<file path="config.mk">
export PLATFORM = sky130hd
export DESIGN_NAME = sr_tx_arbiter
export DESIGN_NICKNAME = d
export VERILOG_FILES = /design/src/rtl/sr_tx_arbiter.sv
export SDC_FILE = /design/constraint.sdc
export NUM_CORES = 1
export LEC_CHECK = 0
export BUFFER_PORTS_ARGS = -buffer_cell sky130_fd_sc_hd__buf_2
export CORE_MARGIN = 1.5
export CORE_UTILIZATION = 50
export CTS_BUF_LIST = sky130_fd_sc_hd__clkbuf_4
export DETAILED_ROUTE_END_ITERATION = 10
export PLACE_DENSITY_LB_ADDON = 0.2
export SYNTH_ARGS = -nofsm -noshare
export SYNTH_HDL_FRONTEND = slang
export SYNTH_SLANG_ARGS = --single-unit
</file>
<file path="constraint.sdc">
create_clock -name clk -period 1.6 [get_ports clk]
set_clock_uncertainty 0.15 [all_clocks]
set_input_delay 0.16 -clock clk [delete_from_list [all_inputs] [get_ports clk]]
set_output_delay 0.16 -clock clk [all_outputs]
set_load 0.03 [all_outputs]
</file>
<file path="src/rtl/sr_tx_arbiter.sv">
// sr_tx_arbiter: round-robin scheduler of two parallel-word requesters onto
// one MSB-first serial line, with back-to-back words and a frame marker.
module sr_tx_arbiter #(
    parameter int unsigned WIDTH = 8
) (
    input  logic             clk,
    input  logic             clr,
    input  logic             req0,
    input  logic [WIDTH-1:0] data0,
    output logic             gnt0,
    input  logic             req1,
    input  logic [WIDTH-1:0] data1,
    output logic             gnt1,
    output logic             ser_out,
    output logic             ser_valid,
    output logic             frame,
    output logic             src
);

    localparam int unsigned CW = $clog2(WIDTH);

    typedef enum logic {
        IDLE  = 1'b0,
        SHIFT = 1'b1
    } state_t;

    state_t           state_q;
    logic [CW-1:0]    cnt_q;
    logic [WIDTH-1:0] sr_q;
    logic             last_q;
    logic             src_q;
    logic             gnt0_q;
    logic             gnt1_q;
    logic             frame_q;
    logic             valid_q;

    logic             pick1_c;
    logic             accept_c;

    // Arbitration: a lone request wins; on contention the requester not served last wins.
    always_comb begin
        pick1_c  = 1'b0;
        accept_c = 1'b0;
        pick1_c  = req1 & (~req0 | ~last_q);
        accept_c = (req0 | req1) & ((state_q == IDLE) | (cnt_q == CW'(0)));
    end

    // Controller: load on accept, shift while counting down, idle when no work.
    always_ff @(posedge clk) begin
        if (clr) begin
            state_q <= IDLE;
            cnt_q   <= '0;
            sr_q    <= '0;
            last_q  <= 1'b1;
            src_q   <= 1'b0;
            gnt0_q  <= 1'b0;
            gnt1_q  <= 1'b0;
            frame_q <= 1'b0;
            valid_q <= 1'b0;
        end else begin
            gnt0_q  <= 1'b0;
            gnt1_q  <= 1'b0;
            frame_q <= 1'b0;
            if (accept_c) begin
                state_q <= SHIFT;
                sr_q    <= pick1_c ? data1 : data0;
                cnt_q   <= CW'(WIDTH - 1);
                src_q   <= pick1_c;
                last_q  <= pick1_c;
                gnt0_q  <= ~pick1_c;
                gnt1_q  <= pick1_c;
                frame_q <= 1'b1;
                valid_q <= 1'b1;
            end else if (state_q == SHIFT) begin
                if (cnt_q != CW'(0)) begin
                    sr_q  <= {sr_q[WIDTH-2:0], 1'b0};
                    cnt_q <= cnt_q - CW'(1);
                end else begin
                    state_q <= IDLE;
                    sr_q    <= '0;
                    src_q   <= 1'b0;
                    valid_q <= 1'b0;
                end
            end
        end
    end

    assign gnt0      = gnt0_q;
    assign gnt1      = gnt1_q;
    assign ser_out   = sr_q[WIDTH-1];
    assign ser_valid = valid_q;
    assign frame     = frame_q;
    assign src       = src_q;

endmodule

</file>
# Word level (Yosys, flattened, before mapping)
# Cells that the tools add are included.
totals:
  ff_bits: 18
  in_bits: 20
  out_inout_bits: 6
  word_cells: 43
classes:
  n_addsub: 1
  eq_ne: 1
  muxes: 15
  bitwise: 10
  n_reduce_logical: 7
ops:
  columns: ["operator", "count"]
  rows:
  - ["8-bit 2-to-1 mux", 4]
  - ["3-bit 2-to-1 mux", 3]
  - ["1-bit 2-to-1 mux", 8]
  - ["1-bit NOT", 5]
  - ["2-bit AND reduction", 2]
  - ["2-bit nonzero test", 2]
  - ["3-bit logical NOT", 1]
  - ["1-bit OR", 3]
  - ["3-bit nonzero test", 1]
  - ["3-bit by 1-bit subtractor with 3-bit output, second input constant", 1]
  - ["1-bit AND", 2]
  - ["2-bit inequality test, second input constant", 1]
  - ["2-bit OR reduction", 1]

# Depth between registers and ports, before layout
# Gate-level depths: netlist of the first run.
depth:
  ltp_word: 5
  depth_mapped: 7
  mapped_depth_nobuf: 6

# Worst setup path before layout of the first run
# No wires, ideal clock.
synth_timing:
  path_type: "reg-to-reg"
  start: "reg cnt_q[0]"
  end: "reg sr_q[1]"
  setup_time_ps: 123
  t_arrival_ps: 1477
  required_ps: 1327
  path_slack_ps: -151
  path_stages_with_launch: 8
  synth_period_minus_slack_ps: 1751
  cell_sequence: "dfxtp_1 inv_1 ha_1 ha_1 nand2b_2 buf_6 a211oi_2 a211oi_2"
synth_via:
  elab_chain_cells: 4
  elab_cells_between_ends: 8
  cone_classes: "mux: 3; bitwise: 2; reduce/logical: 3"
synth_rtl:
  columns: ["element", "line", "source"]
  rows:
  - ["from (decl)", "28", "logic [CW-1:0] cnt_q;"]
  - ["from (signal assigned)", "67", "cnt_q <= CW'(WIDTH - 1);"]
  - ["from (signal assigned)", "77", "cnt_q <= cnt_q - CW'(1);"]
  - ["3-bit nonzero test or 3-bit logical NOT (tied branches)", "75, 45", null]
  - ["8-bit 2-to-1 mux or 1-bit OR (tied branches)", "75, 45", null]
  - ["8-bit 2-to-1 mux or 1-bit AND (tied branches)", "74, 45", null]
  - ["8-bit 2-to-1 mux or 2-bit nonzero test (tied branches)", null, null]
  - ["to (signal assigned)", "66", "sr_q <= pick1_c ? data1 : data0;"]
  - ["to (signal assigned)", "76", "sr_q <= {sr_q[WIDTH-2:0], 1'b0};"]
  - ["to (decl)", "29", "logic [WIDTH-1:0] sr_q;"]
# Several ways; a longest one is shown, not always the timed one. The select of a mux whose other input is x is not followed.
# A chain may end at the register's enable or synchronous reset.

# Worst setup path in the final report of the first run
layout_timing:
  start: "reg cnt_q[1]"
  end: "reg cnt_q[1]"
layout_via:
  elab_chain_cells: 5
  elab_cells_between_ends: 11
  cone_classes: "add/sub: 1; mux: 3; bitwise: 2; reduce/logical: 5"
layout_rtl:
  columns: ["element"]
  rows:
  - ["parallel branches: the longest is 5 deep, another holds 3-bit by 1-bit subtractor with 3-bit output"]
# Parallel ways; which one is timed is not known. The select of a mux whose other input is x is not followed.

==> flow_summary.ini, run 1 <==
[clock_network]
tritoncts = done
cts.sink_count = 18
cts-buffers-inserted = 3
insertion_delay_ns = 0.29
cts_root_buf = clkbuf_4
clockBufferDepth = 2
clk_pin_slew_ns = 0.10
htreeDepth = 1

[grt]
antenna_found_initial = 0
grt_pass1_vias = 906
grt_max_degree = 20
grt_pass1_wl_mm = 4.05
gr-total-overflow = 0
grt_use_total_pct = 21.1

[finish]
regMostFlops = sr_q
largest_register_ffs = 8
reg_top3 = sr_q: 8 flops, cnt_q: 3 flops
diodes = 0
fillers = 183
area_delta_synth_final_pct = 21.6
drive_above_1_share_pct = 54.3
final_nets = 161
layout_common_cells = 25 x buf_2, 16 x dfxtp_1, 15 x a211oi_2, 10 x buf_4
final_common_cell = buf_2

[die]
die_width_microns = 50.3
core_region_area_sq_um = 2040
io_pins = 26
row_count = 16
die_area_sq_um = 2530
die_h_microns = 50.3
initial_core_util_pct = 54.7

[power_and_ir_drop]
p_seq_share_pct = 46.0
power_uw = 1120
peakVddDrop_v = 0.000459
p_comb_share_pct = 33.4
power.leakage_uw = 0.000580
sw_frac_of_total_pct = 31.6
power_per_cell_area_nw_per_um2 = 826
p_clk_share_pct = 20.6
p_switching_uw = 355
internal_power_uw = 767

[sta]
fin_crit_ns = 1.55
finalSetupViolations = 0
whs_ns = 0.0197
maxSlewHeadroom_pct = 75.7
max_freq_mhz = 645
worst_pin_slew_ns = 0.365
setup_slack_ns = 0.0502
hold_viol = 0
min_period_over_period_pct = 96.9
maxSlewViolCount = 0

[drt]
vias = 898
dr.pass1.iters = 4
route.detailed.drc = 0
vias_per_cell = 5.44
ant_nets = 0
drtIter0Drc = 10
finalWirelength_mm = 2.34
wire_per_inst_microns = 14.2

[yosys]
yosys_warnings = 0
syn_inst = 107
synth_top_area_share_pct = 32.3
synth-seq-cells = 18
synth_nets = 129
netlist_area_sq_um = 1120
synth_cell_types = 32
synth_area_leader_cell = dfxtp_1
synth.area.top_cells = dfxtp_1 32%, a211oi_2 16%, mux2i_1 7.2%
syn_avg_cell_area_sq_um = 10.4
ys_seq_area_share_pct = 32.3

[run]
drv_cap = 0

[placed_design]
port_buffers = 25
pre_cts_slack_ns = -0.0785
dp.final_hpwl_mm = 1.69
gp_congestion = 0.755

[setup_path]
worstPathMaxFanout = 5
worstPathArrival_ns = 1.61
cp-start-kind = flop
crit_path_end_kind = flop
worstSetupPathType = flop to flop
required_ns = 1.66

[worst_hold_path]
hp-class = input pin to flop

[status]
status = finished clean
-- critical path, stage by stage, from the launching register on --
cell,delay [ns]
dfxtp_2,0.33
inv_2,0.07
ha_4,0.13
ha_4,0.14
and2b_2,0.25
buf_4,0.15
a221oi_2,0.24
-- power groups by stage --
stage               Combinational (uW)  Sequential [uW]  Clock, uW
global route                       406              522        264
global placement                   332              523          0
CTS                                372              516        240
finish                             375              516        231
detailed placement                 342              525          0
floorplan                          245              545          0
-- final cells by class --
| cell class | count | area, sq um | share of cell area (%) |
|---|---|---|---|
| Clock buffer | 3 | 22.5 | 1.66 |
| Clock inverter | 1 | 3.75 | 0.276 |
| Inverter | 4 | 15.0 | 1.10 |
| Multi-Input combinational cell | 75 | 689 | 50.7 |
| Sequential cell | 18 | 363 | 26.7 |
| Tap cell | 27 | 33.8 | 2.49 |
| Timing Repair Buffer | 37 | 231 | 17.0 |
-- Yosys cell counts (all sizes together) --
cell     instances
a211oi          16
a21boi           1
a21oi            3
a221oi           2
and2b            1
and3             1
and3b            7
buf              8
clkbuf           2
dfxtp           18
ha               2
inv              4
mux2i            8
nand2            2
nand2b           1
nand3b           1
nor2            11
nor3             4
nor3b            1
o21ai            1
o21bai           9
o2bb2ai          1
o31ai            1
or2              1
or3              1
-- metal layers --
| layer | part of all wire, % | track usage (%) | vias up |
|---|---|---|---|
| li1 | - | - | 454 |
| met1 | 47 | 26.5 | 420 |
| met4 | 1.2 | 5.56 | 0 |
| met3 | 3.6 | 3.57 | 5 |
| met2 | 49 | 36.8 | 19 |
| met5 | 0 | 0 | - |
-- logic make-up (layout without fill, tap and decap cells) --
| logic type | Yosys count | after routing | synth area share [%] |
|---|---|---|---|
| compound gates | 34 | 34 | 30.5 |
| fa+ha+maj | 2 | 2 | 2.24 |
| buf+inv | 14 | 45 | 9.85 |
| flops | 18 | 18 | 32.3 |
| mux | 8 | 8 | 7.17 |
| simple gates | 31 | 31 | 18.0 |
-- per-stage QoR --
stage	setup TNS [ns]	area [sq um]	cells	utilization [%]
floorplan	-0.0237	1140	107	-
global placement	-0.0109	1260	157	61.7
detailed placement	-0.164	1260	157	61.7
CTS	0	1350	164	66.1
global route	-0.00109	1360	165	66.5
finish	0	1360	165	66.5
-- final timing paths --
| kind | endpoint | cells after the start | startpoint | slack [ns] |
|---|---|---|---|---|
| min reg2reg | src | 2 | src | 0.37 |
| min | src | 2 | req0 | 0.02 |
| max reg2reg | cnt_q[1] | 6 | cnt_q[1] | 0.05 |
| max | cnt_q[1] | 6 | cnt_q[1] | 0.05 |
-- what timing repair did --
item,CTS,global route
resized for setup,9,3
endpoints found under the hold margin,0,0
gates cloned,0,0
buffers inserted,3,1
pin swaps,4,2
endpoints found under the setup margin,9,8
hold buffers,0,0
Note: power is estimated with default switching activity, not from simulation.
==> run 2, diff against run 1 <==
--- a/config.mk
+++ b/config.mk
@@ -6,11 +6,14 @@
 export NUM_CORES = 1
 export LEC_CHECK = 0
 export BUFFER_PORTS_ARGS = -buffer_cell sky130_fd_sc_hd__buf_2
+export CELL_PAD_IN_SITES_DETAIL_PLACEMENT = 1
+export CELL_PAD_IN_SITES_GLOBAL_PLACEMENT = 1
 export CORE_MARGIN = 1.5
-export CORE_UTILIZATION = 50
+export CORE_UTILIZATION = 38
 export CTS_BUF_LIST = sky130_fd_sc_hd__clkbuf_4
 export DETAILED_ROUTE_END_ITERATION = 10
 export PLACE_DENSITY_LB_ADDON = 0.2
+export SLEW_MARGIN = 5
 export SYNTH_ARGS = -nofsm -noshare
 export SYNTH_HDL_FRONTEND = slang
 export SYNTH_SLANG_ARGS = --single-unit
==> run 2 against run 1 <==
Effect of this change: via count grew 7.7%; largest power group unchanged; largest cell class unchanged; critical endpoint unchanged; non-clock buffer count grew 1; worst hold slack gained 0.018 ns; clock power grew 6%.
==> flow_summary.ini, run 2 (synthesis gave the netlist of run 1 again) <==
[placed_design]
dp.final_hpwl_mm = 1.87
port_buffers = 25
pre_cts_slack_ns = -0.0611
gp_congestion = 0.683
place_area_sq_um = 1260

[status]
status = finished clean

[setup_path]
crit_chain = inv_2 -> ha_4 -> ha_4 -> and2b_2 -> buf_6 -> a221oi_2
crit_path_end_kind = flop
worstPathMaxFanout = 8
worstSetupPathType = flop to flop
worstPathArrival_ns = 1.63
critPathSlowestCell = dfxtp_2
cp-start-kind = flop
required_ns = 1.67
crit_top_cell = ha_4
slowest_delay_ns = 0.34

[clock_network]
tritoncts = done
insertion_delay_ns = 0.31
cts-buffers-inserted = 3
clockBufferDepth = 2
cts.sink_count = 18
clk_pin_slew_ns = 0.10
htreeDepth = 1
cts_root_buf = clkbuf_4

[die]
row_count = 19
io_pins = 26
die_area_sq_um = 3270
die_h_microns = 57.2
initial_core_util_pct = 40.2
die_width_microns = 57.2
core_region_area_sq_um = 2780

[finish]
regMostFlops = sr_q
area_delta_synth_final_pct = 25.1
final_common_cell = buf_2
fin_area_sq_um = 1400
drive_above_1_share_pct = 52.9
fillers = 321
diodes = 0
largest_register_ffs = 8
final_nets = 163
reg_top3 = sr_q: 8 flops, cnt_q: 3 flops
layout_common_cells = 25 x buf_2, 17 x dfxtp_1, 15 x a211oi_2, 10 x nor2_1, 9 x o21bai_1
final_util_pct = 50.2

[sta]
finalSetupViolations = 0
rsz0062_at_grt = yes
hold_viol = 0
maxSlewViolCount = 0
min_period_over_period_pct = 97.3
setup_slack_ns = 0.0431
fin_setup_tns_ns = 0
max_freq_mhz = 642
fin_crit_ns = 1.56
worst_pin_slew_ns = 0.514
maxSlewHeadroom_pct = 65.7

[power_and_ir_drop]
power.leakage_uw = 0.000594
peakVddDrop_v = 0.000631
power_per_cell_area_nw_per_um2 = 828

[grt]
antenna_found_initial = 0
grt_pass1_vias = 961
gr-total-overflow = 0
grt_max_degree = 20
grt_pass1_wl_mm = 4.63
grt_use_total_pct = 18.3

[drt]
finalWirelength_mm = 2.77
dr.pass1.iters = 2
vias = 967
vias_per_cell = 5.65
ant_nets = 0
route.detailed.drc = 0
drtIter0Drc = 10
wire_per_inst_microns = 16.2

[worst_hold_path]
hp-class = input pin to flop

[run]
drv_cap = 0
run 2: routing by layer:
layer  vias up  global-route usage, %  share of wire [%]
met5         -                      0                  0
met4         0                   6.31                1.8
met3         6                   5.22                4.4
met2        21                   29.9                 50
met1       477                   23.2                 44
li1        463                      -                  -
run 2: stage by stage:
step / cells / hold slack (ns) / power, uW
2_1_floorplan: 107 / 0.104 / 790
3_3_place_gp: 161 / 0.326 / 858
3_5_place_dp: 161 / 0.336 / 872
4_1_cts: 170 / 0.0310 / 1150
5_1_grt: 171 / 0.0547 / 1230
6_report: 171 / 0.0379 / 1160
run 2: critical path: cells and delay by family, from the launching register on:
family	cells	cell delay (ns)
AND/OR/NAND/NOR	1	0.27
buffers and inverters	2	0.19
AO/OA/AOI/OAI	1	0.23
flip-flops	1	0.34
adder cells (fa/ha/maj)	2	0.30
run 2: timing repair:
action | CTS | global route
buffers inserted | 3 | 1
endpoints found under the hold margin | 1 | 0
gates resized for setup | 5 | 8
setup endpoints to repair | 11 | 16
gates cloned | 1 | 0
hold buffers | 1 | 0
pin swaps | 3 | 5
run 2: area by class of cell:
cell class	instances	area, sq um	area share [%]
Tap cell	31	38.8	2.78
Inverter	4	15.0	1.07
Clock buffer	3	22.5	1.61
Multi-Input combinational cell	76	707	50.6
Sequential cell	18	362	25.9
Timing Repair Buffer	38	249	17.8
Clock inverter	1	3.75	0.269
run 2: where the power goes:
group	switching [uW]	leakage, uW	internal, uW
combinational	198	0.000429	195
clock	155	0.0000154	91.1
sequential	28.1	0.000149	490
run 2: worst paths after layout:
check / depth (start not counted) / slack [ns] / to / startpoint
hold / removal: 3 / 0.04 / sr_q[0] / data0[0]
setup / recovery: 6 / 0.04 / cnt_q[1] / cnt_q[0]
hold reg to reg: 2 / 0.36 / sr_q[0] / sr_q[0]
setup reg to reg: 6 / 0.04 / cnt_q[1] / cnt_q[0]
